<file path="config.mk">
export PLATFORM = sky130hd
export DESIGN_NAME = neuron_buffer_controller
export DESIGN_NICKNAME = d
export VERILOG_FILES = /design/src/rtl/neuron_buffer_controller_pkg.sv /design/src/rtl/nbc_row_counter.sv /design/src/rtl/neuron_buffer_controller.sv
export SDC_FILE = /design/constraint.sdc
export NUM_CORES = 1
export LEC_CHECK = 0
export BUFFER_PORTS_ARGS = -buffer_cell sky130_fd_sc_hd__clkbuf_2
export CAP_MARGIN = 40
export CELL_PAD_IN_SITES_DETAIL_PLACEMENT = 1
export CELL_PAD_IN_SITES_GLOBAL_PLACEMENT = 2
export CORE_MARGIN = 2
export CORE_UTILIZATION = 35
export DETAILED_ROUTE_END_ITERATION = 10
export GPL_ROUTABILITY_DRIVEN = 0
export MAX_ROUTING_LAYER = met4
export PLACE_DENSITY = 0.82
export RECOVER_POWER = 100
export SETUP_SLACK_MARGIN = 0.4
export SLEW_MARGIN = 5
export SYNTH_ARGS = -nofsm -noshare
export SYNTH_HDL_FRONTEND = slang
export SYNTH_HIERARCHICAL = 1
export SYNTH_SLANG_ARGS = --single-unit
</file>
<file path="constraint.sdc">
create_clock -name clk -period 6.8 [get_ports clk]
set_clock_uncertainty 0.15 [all_clocks]
set_input_delay 0.34 -clock clk [delete_from_list [all_inputs] [get_ports clk]]
set_output_delay 0.34 -clock clk [all_outputs]
set_load 0.01 [all_outputs]
</file>
<file path="src/rtl/neuron_buffer_controller_pkg.sv">
// Shared constants for the neuron ping-pong buffer controller: FSM encoding and default address width.
package neuron_buffer_controller_pkg;

    localparam int unsigned NBC_A_DEFAULT = 7;

    localparam logic [1:0] ST_IDLE  = 2'd0;
    localparam logic [1:0] ST_RUN   = 2'd1;
    localparam logic [1:0] ST_DRAIN = 2'd2;
    localparam logic [1:0] ST_SWAP  = 2'd3;

endpackage

</file>
<file path="src/rtl/nbc_row_counter.sv">
// Row address/remaining-count pair for one side (read or write) of a neuron buffer layer.
module nbc_row_counter #(
    parameter int unsigned A  = 7,
    parameter int unsigned CW = A + 1
) (
    input  logic          clk,
    input  logic          resetn,
    input  logic          load,
    input  logic [CW-1:0] count,
    input  logic          step,
    output logic [A-1:0]  address,
    output logic [CW-1:0] remaining,
    output logic          zero
);

    logic [A-1:0]  addr_q, addr_d;
    logic [CW-1:0] rem_q, rem_d;

    // Load restarts the address at row 0; a full 2^A count wraps it back to 0 at the end.
    always_comb begin
        addr_d = addr_q;
        rem_d  = rem_q;
        if (load) begin
            addr_d = '0;
            rem_d  = count;
        end else if (step) begin
            addr_d = addr_q + A'(1);
            rem_d  = rem_q - CW'(1);
        end
    end

    always_ff @(posedge clk or negedge resetn) begin
        if (!resetn) begin
            addr_q <= '0;
            rem_q  <= '0;
        end else begin
            addr_q <= addr_d;
            rem_q  <= rem_d;
        end
    end

    assign address   = addr_q;
    assign remaining = rem_q;
    assign zero      = (rem_q == '0);

endmodule

</file>
<file path="src/rtl/neuron_buffer_controller.sv">
// Ping-pong neuron buffer sequencer: streams the read buffer to conv, fills the write buffer from pool, swaps roles per layer.
// Optional sticky overflowErr port and logic enabled by defining NBC_OVERFLOW_CHECK_EN.
module neuron_buffer_controller
    import neuron_buffer_controller_pkg::*;
#(
    parameter int unsigned A  = NBC_A_DEFAULT,
    parameter int unsigned CW = A + 1
) (
    input  logic          clk,
    input  logic          resetn,
    input  logic          layerStart,
    input  logic [CW-1:0] readRowCount,
    input  logic [CW-1:0] writeRowCount,
    input  logic          readReady,
    input  logic          poolValid,
    output logic          readBufferSelect,
    output logic [A-1:0]  readBuffAddress,
    output logic [A-1:0]  writeBuffAddress,
    output logic          readEnable,
    output logic          readDataValid,
    output logic          writeEnable,
    output logic          busy,
    output logic          layerDone
`ifdef NBC_OVERFLOW_CHECK_EN
    ,
    output logic          overflowErr
`endif
);

    logic [1:0]    state_q, state_d;
    logic          rd_sel_q, rd_sel_d;
    logic          rdv_q, rdv_d;
    logic          load_c;
    logic          read_en_c, write_en_c;
    logic [CW-1:0] rd_rem, wr_rem;
    logic          rd_zero, wr_zero;

    nbc_row_counter #(.A(A), .CW(CW)) u_rd_cnt (
        .clk       (clk),
        .resetn    (resetn),
        .load      (load_c),
        .count     (readRowCount),
        .step      (read_en_c),
        .address   (readBuffAddress),
        .remaining (rd_rem),
        .zero      (rd_zero)
    );

    nbc_row_counter #(.A(A), .CW(CW)) u_wr_cnt (
        .clk       (clk),
        .resetn    (resetn),
        .load      (load_c),
        .count     (writeRowCount),
        .step      (write_en_c),
        .address   (writeBuffAddress),
        .remaining (wr_rem),
        .zero      (wr_zero)
    );

    // Next-state and handshake decode; read and write sides advance independently.
    always_comb begin
        state_d    = state_q;
        rd_sel_d   = rd_sel_q;
        load_c     = 1'b0;
        read_en_c  = (state_q == ST_RUN) && readReady && (rd_rem != '0);
        write_en_c = ((state_q == ST_RUN) || (state_q == ST_DRAIN)) && poolValid && (wr_rem != '0);
        rdv_d      = read_en_c;
        case (state_q)
            ST_IDLE: begin
                if (layerStart) begin
                    load_c  = 1'b1;
                    state_d = ST_RUN;
                end
            end
            ST_RUN: begin
                if (rd_zero) state_d = ST_DRAIN;
            end
            ST_DRAIN: begin
                // Wait for the last read's data to leave the swapper before flipping buffers.
                if (wr_zero && !rdv_q) state_d = ST_SWAP;
            end
            ST_SWAP: begin
                rd_sel_d = ~rd_sel_q;
                state_d  = ST_IDLE;
            end
            default: state_d = ST_IDLE;
        endcase
    end

    always_ff @(posedge clk or negedge resetn) begin
        if (!resetn) begin
            state_q  <= ST_IDLE;
            rd_sel_q <= 1'b0;
            rdv_q    <= 1'b0;
        end else begin
            state_q  <= state_d;
            rd_sel_q <= rd_sel_d;
            rdv_q    <= rdv_d;
        end
    end

`ifdef NBC_OVERFLOW_CHECK_EN
    logic ovf_q, ovf_d;

    // Pool row arriving with nowhere to go; sticky until reset.
    always_comb begin
        ovf_d = ovf_q | (poolValid && (wr_zero || (state_q == ST_IDLE)));
    end

    always_ff @(posedge clk or negedge resetn) begin
        if (!resetn) ovf_q <= 1'b0;
        else         ovf_q <= ovf_d;
    end

    assign overflowErr = ovf_q;
`endif

    assign readBufferSelect = rd_sel_q;
    assign readEnable       = read_en_c;
    assign writeEnable      = write_en_c;
    assign readDataValid    = rdv_q;
    assign busy             = (state_q != ST_IDLE);
    assign layerDone        = (state_q == ST_SWAP);

endmodule

</file>
---- Word-level counts from Yosys, hierarchy flattened ----
Index checks and enable logic that the tools add are counted.
operators by class
  $add $sub $neg .......................... 4
  multipliers ............................. 0
  div/mod/pow operators ................... 0
  magnitude comparators ................... 0
  equality and inequality tests ........... 6
  shifts and indexed selects .............. 0
  multiplexer cells ....................... 14
  bitwise logic cells ..................... 1
  reductions and logical operators ........ 16
operators with widths
  kind                                               number
  2-to-1 mux 8 bit                                   4
  2-to-1 mux 7 bit                                   4
  logical NOT 8 bit                                  2
  nonzero test 8 bit                                 2
  subtractor 8 x 1 -> 8 bit (second input constant)  2
  adder 7 x 1 -> 7 bit (second input constant)       2
  case mux 2 bit (4 select lines)                    1
  2-to-1 mux 2 bit                                   3
  nonzero test 2 bit                                 3
  logical AND 1 bit                                  5
  == test 2 bit (second input constant)              2
  != test 2 bit (second input constant)              2
  AND reduction 3 bit                                1
  == test 2 x 1 -> 1 bit (second input constant)     1
  logical NOT 2 bit                                  1
  2-to-1 mux 1 bit                                   2
  != test 2 x 1 -> 1 bit (second input constant)     1
  logical NOT 1 bit                                  1
  logical OR 1 bit                                   1
  inverter 1 bit                                     1
storage, ports and cells
  bits in registers ....................... 34
  bits in latches ......................... 0
  bits in writable memories ............... 0
  bits in read-only memories .............. 0
  input bits .............................. 21
  output and inout port bits .............. 20
  logic and storage cells ................. 48
  memories kept ........................... 0

---- Longest topological paths before layout ----
  word-level depth ........................ 6
  depth in mapped cells ................... 8
  mapped depth without buffers ............ 7

---- Hierarchy ----
The synthesis kept the hierarchy.
modules (own cells, without submodules)
  module                    times used  cells each  area an instance (sq um)  seq. area each (sq um)
  nbc_row_counter           2           80          780.7                     375.4
  neuron_buffer_controller  1           30          284.0                     100.1

---- Worst setup path after synthesis ----
OpenSTA, ideal clock, no wires.
  path kind ............................... flip-flop to flip-flop
  start ................................... register state_q[0]
  end ..................................... register u_wr_cnt.rem_q[7], in the netlist u_wr_cnt/remaining[7]
  library setup time ...................... 0.082 ns
  arrival ................................. 2.227 ns
  data required time ...................... 6.568 ns
  slack ................................... 4.341 ns
  stages on the path, launching flop included .. 9
  buffers on the path ..................... 1
  period minus slack after synthesis ...... 2.459 ns
  path through ............................ dfrtp_1 > inv_1 > ha_1 > nand2_1 > a21oi_1 > buf_2 > or3b_1 > or4_1 > a31oi_1
between the ends
  word-level cells in the longest chain between the ends .. 5
  elaborated cells between the ends (all ways) .. 9
  those cells by class .................... 2 x eq/ne; 2 x mux; 5 x reduce/logical
RTL lines
  element                                                  line                            source
  start, declared                                          neuron_buffer_controller.sv:30  logic [1:0] state_q, state_d;
  start signal, assigned                                   neuron_buffer_controller.sv:96  state_q <= state_d;
  == test 2 x 1 -> 1 bit or == test 2 bit (tied branches)  neuron_buffer_controller.sv:66  write_en_c = ((state_q == ST_RUN) || (state_q == ST_DRAIN)) && poolValid && (wr_rem != '0);
  logical OR 1 bit (*)                                     neuron_buffer_controller.sv:66
  logical AND 1 bit (*) (2 in series)                      neuron_buffer_controller.sv:66
  via writeEnable                                          neuron_buffer_controller.sv:21  output logic writeEnable,
  nonzero test 2 bit (no source line) (*)                  --
  end signal, assigned                                     nbc_row_counter.sv:38           rem_q <= rem_d;
  end, declared                                            nbc_row_counter.sv:17           logic [CW-1:0] rem_q, rem_d;
The timed path passes the listed nets; every way through them passes the cells marked *.
A chain may end at the register's enable or synchronous reset.

---- Worst setup path after layout ----
  start ................................... register state_q[0]
  end ..................................... register u_wr_cnt.rem_q[7], in the netlist u_wr_cnt/remaining[7]
between the ends
  word-level cells in the longest chain between the ends .. 5
  elaborated cells between the ends (all ways) .. 9
  those cells by class .................... 2 x eq/ne; 2 x mux; 5 x reduce/logical
RTL lines
  element                                                  line
  == test 2 x 1 -> 1 bit or == test 2 bit (tied branches)  neuron_buffer_controller.sv:66
  logical OR 1 bit                                         neuron_buffer_controller.sv:66
  logical AND 1 bit (2 in series)                          neuron_buffer_controller.sv:66
  nonzero test 2 bit (no source line)                      --
Several ways; a longest one is shown, not always the timed one.

==> metrics <==
final hold slack=116.1 ps; Worst Setup EP=u_wr_cnt/remaining[7]; register area=850.8 µm²; detailed-route wire length=4281 µm; commonest non-fill, non-tap cell in the layout=dfrtp_1; Crit path max-delay family=simple AND/OR/NAND/NOR gates; # DRC=0; CTS tree=built; Inst Count DP=294; Die H=76.62 µm; Non-Filler Instances=303; R2R setup slack=3980 ps; WP depth=7; detailed-placement wirelength estimate=3150 µm; input/output buffers=40; leading area contributor after synthesis=dfrtp_1; layout cell share with drive strength beyond 1=0.1373; Post-Syn Instances=190; min-delay worst type=in2reg; clock sinks=34; CP Launch Point=state_q[0]; ranking of synthesized cells by area=dfrtp_1, ha_1, xor2_1; Post-CTS Resized=0; slowest cell on the critical path=a21oi_1; FMAX=354.9 MHz; Yosys warning total=6; Vias/cell=5.030; Unique masters post-synth=31; WP buf/inv=1; CTS H-tree lvls=2; register area share after synthesis=0.4610; vias in the first global route=1,543; synthesized area per cell=9.713 µm²; CTS clk-pin slew, worst paths=70 ps; synth-to-layout area growth=17.90%; Mapped Area=1846 µm²; clock latency on the worst-skew pair=280 ps; row count=26; Tot Pwr=854.8 µW; Net Count, Synth=222; initial DRC count=64; final-report hold violation count=0; clock buffers created by TritonCTS=5; Synth top area share=0.4610; Tightest Pin Transition=1162 ps; die area=5870 µm²; root buf cell=clkbuf_8; Vias=1,524; GRT overflow=0; cts hold-fix bufs=1; # Post-CTS Setup Buffers=0; chip width=76.62 µm; fin crit share=0.4144; first-pass iteration count of the detailed router=4; post-route minimum period=2818 ps; status=complete, no violations; Max-slew headroom=0.2251; static leakage=0.0009168 µW; GRT Util Overall=0.1595; CP Launch Type=flip-flop; largest net degree at the start of global routing=41; worst reg2reg startpoint=state_q[0]; crit-path cells=inv_1 -> ha_1 -> nand2_1 -> a21oi_1 -> or3b_1 -> or4_1 -> a31oi_1; # fillers=644; Fin Setup TNS=0 ps; peak supply drop=136.8 µV; nets=265; power per cell area=392.9 nW/µm²; Antenna Cells=0; count of final max-slew check failures=0; Setup Viol. Count Final=0; Seq cells post-synth=34; crit path DAT=2870 ps; FF-to-FF path depth=7; Required @ worst endpoint=6850 ps; multi-input logic area=920.9 µm²; Placeable Area=5107 µm²; Initial Util=0.3613; # IOs=41; CP max FO=11; initial antenna violation count=0; CP Class=reg2reg; Wirelength per Cell=14.13 µm; RR Endpoint=u_wr_cnt/remaining[7]; CP endpoint kind=flip-flop; Post-DRT Antenna Nets=0; most frequent cells in the layout=dfrtp_1, clkbuf_1, nand2_1, clkbuf_2, nor2_1; Clock Path Buffers=2; RSZ-0062 raised after global routing=false; first-pass GRT wire length=7293 µm; max cap viols=0; crit-path max cell delay=660 ps
[report_power, final]
group / internal [µW] / switching [µW] / leakage (µW)
registers: 280 / 83.9 / 0.000427
logic: 152 / 198 / 0.000451
clock network: 70.5 / 70.4 / 0.0000383
total: 502 / 352 / 0.000917
[cell usage after synthesis]
master,n
a31oi_1,6
o2111ai_1,4
or3b_1,2
o21ai_0,14
nand3_1,2
nor2_1,18
inv_1,11
a21oi_1,6
o211ai_1,2
xnor2_1,6
nor4_1,4
buf_2,2
a2bb2oi_1,1
mux2_2,2
mux2i_1,2
nand2_1,20
mux2_1,1
and4bb_2,2
a22oi_1,1
nor4b_1,2
clkbuf_2,2
or4_1,6
or3_1,8
or2_2,2
nand2b_1,1
xor2_1,9
clkbuf_1,4
dfrtp_1,34
ha_1,11
a222oi_1,1
o31ai_1,4
[logic make-up after synthesis]
kind of cell / count (synthesis) / synth area share
XOR/XNOR: 15 / 0.07119
adder cells (fa/ha/maj): 11 / 0.07458
multiplexers: 5 / 0.02915
AO/OA/AOI/OAI: 39 / 0.1322
flip-flops: 34 / 0.4610
buffers and inverters: 19 / 0.04135
AND/OR/NAND/NOR: 67 / 0.1905
[stage by stage]
step,setup WS [ps],util,cell area [µm²]
after floorplan,4341,-,1846
after global placement,4044,0.4128,2108
after detailed placement,3944,0.4182,2136
after CTS,3936,0.4351,2222
after global routing,3801,0.4260,2176
final,3982,0.4260,2176
[layer usage]
layer  part of all wire  vias up  wire (µm)  track usage
li1                   -      754          -            -
met1               0.49      732       2087       0.2096
met2               0.45       34       1944       0.2451
met3              0.049        4        211      0.03436
met4             0.0086        0         37      0.05455
met5                  0        -          0            -
[worst min-delay path: cells and delay by family]
kind | cells | cell delay [ps]
buffers and inverters | 1 | 80
AO/OA/AOI/OAI | 1 | 50
AND/OR/NAND/NOR | 1 | 40
[how the worst min path moves through the flow]
stage / start / to / slack [ps] / cells past startpoint
after floorplan: resetn / readBufferSelect / -110 / 0
after global placement: readBufferSelect / readBufferSelect / 310 / 1
after detailed placement: resetn / u_wr_cnt/address[5] / 140 / 1
after CTS: writeRowCount[2] / u_wr_cnt/remaining[2] / 110 / 3
after global routing: writeRowCount[5] / u_wr_cnt/remaining[5] / 130 / 3
final: writeRowCount[2] / u_wr_cnt/remaining[2] / 120 / 3
[flip-flops by register name, summed over array words and instances, names as in the netlist]
name and flops:
state_q 2, readBufferSelect 1, u_wr_cnt/remaining 8, readDataValid 1, u_rd_cnt/remaining 8, u_rd_cnt/address 7
u_wr_cnt/address 7
[cell type report]
class                           count  area share
Sequential cell                    34      0.3910
Timing Repair Buffer               44     0.09143
Multi-Input combinational cell    137      0.4232
Clock buffer                        7     0.03508
Tap cell                           70     0.04025
Inverter                           11     0.01898
(Power assumes the default switching activity.)
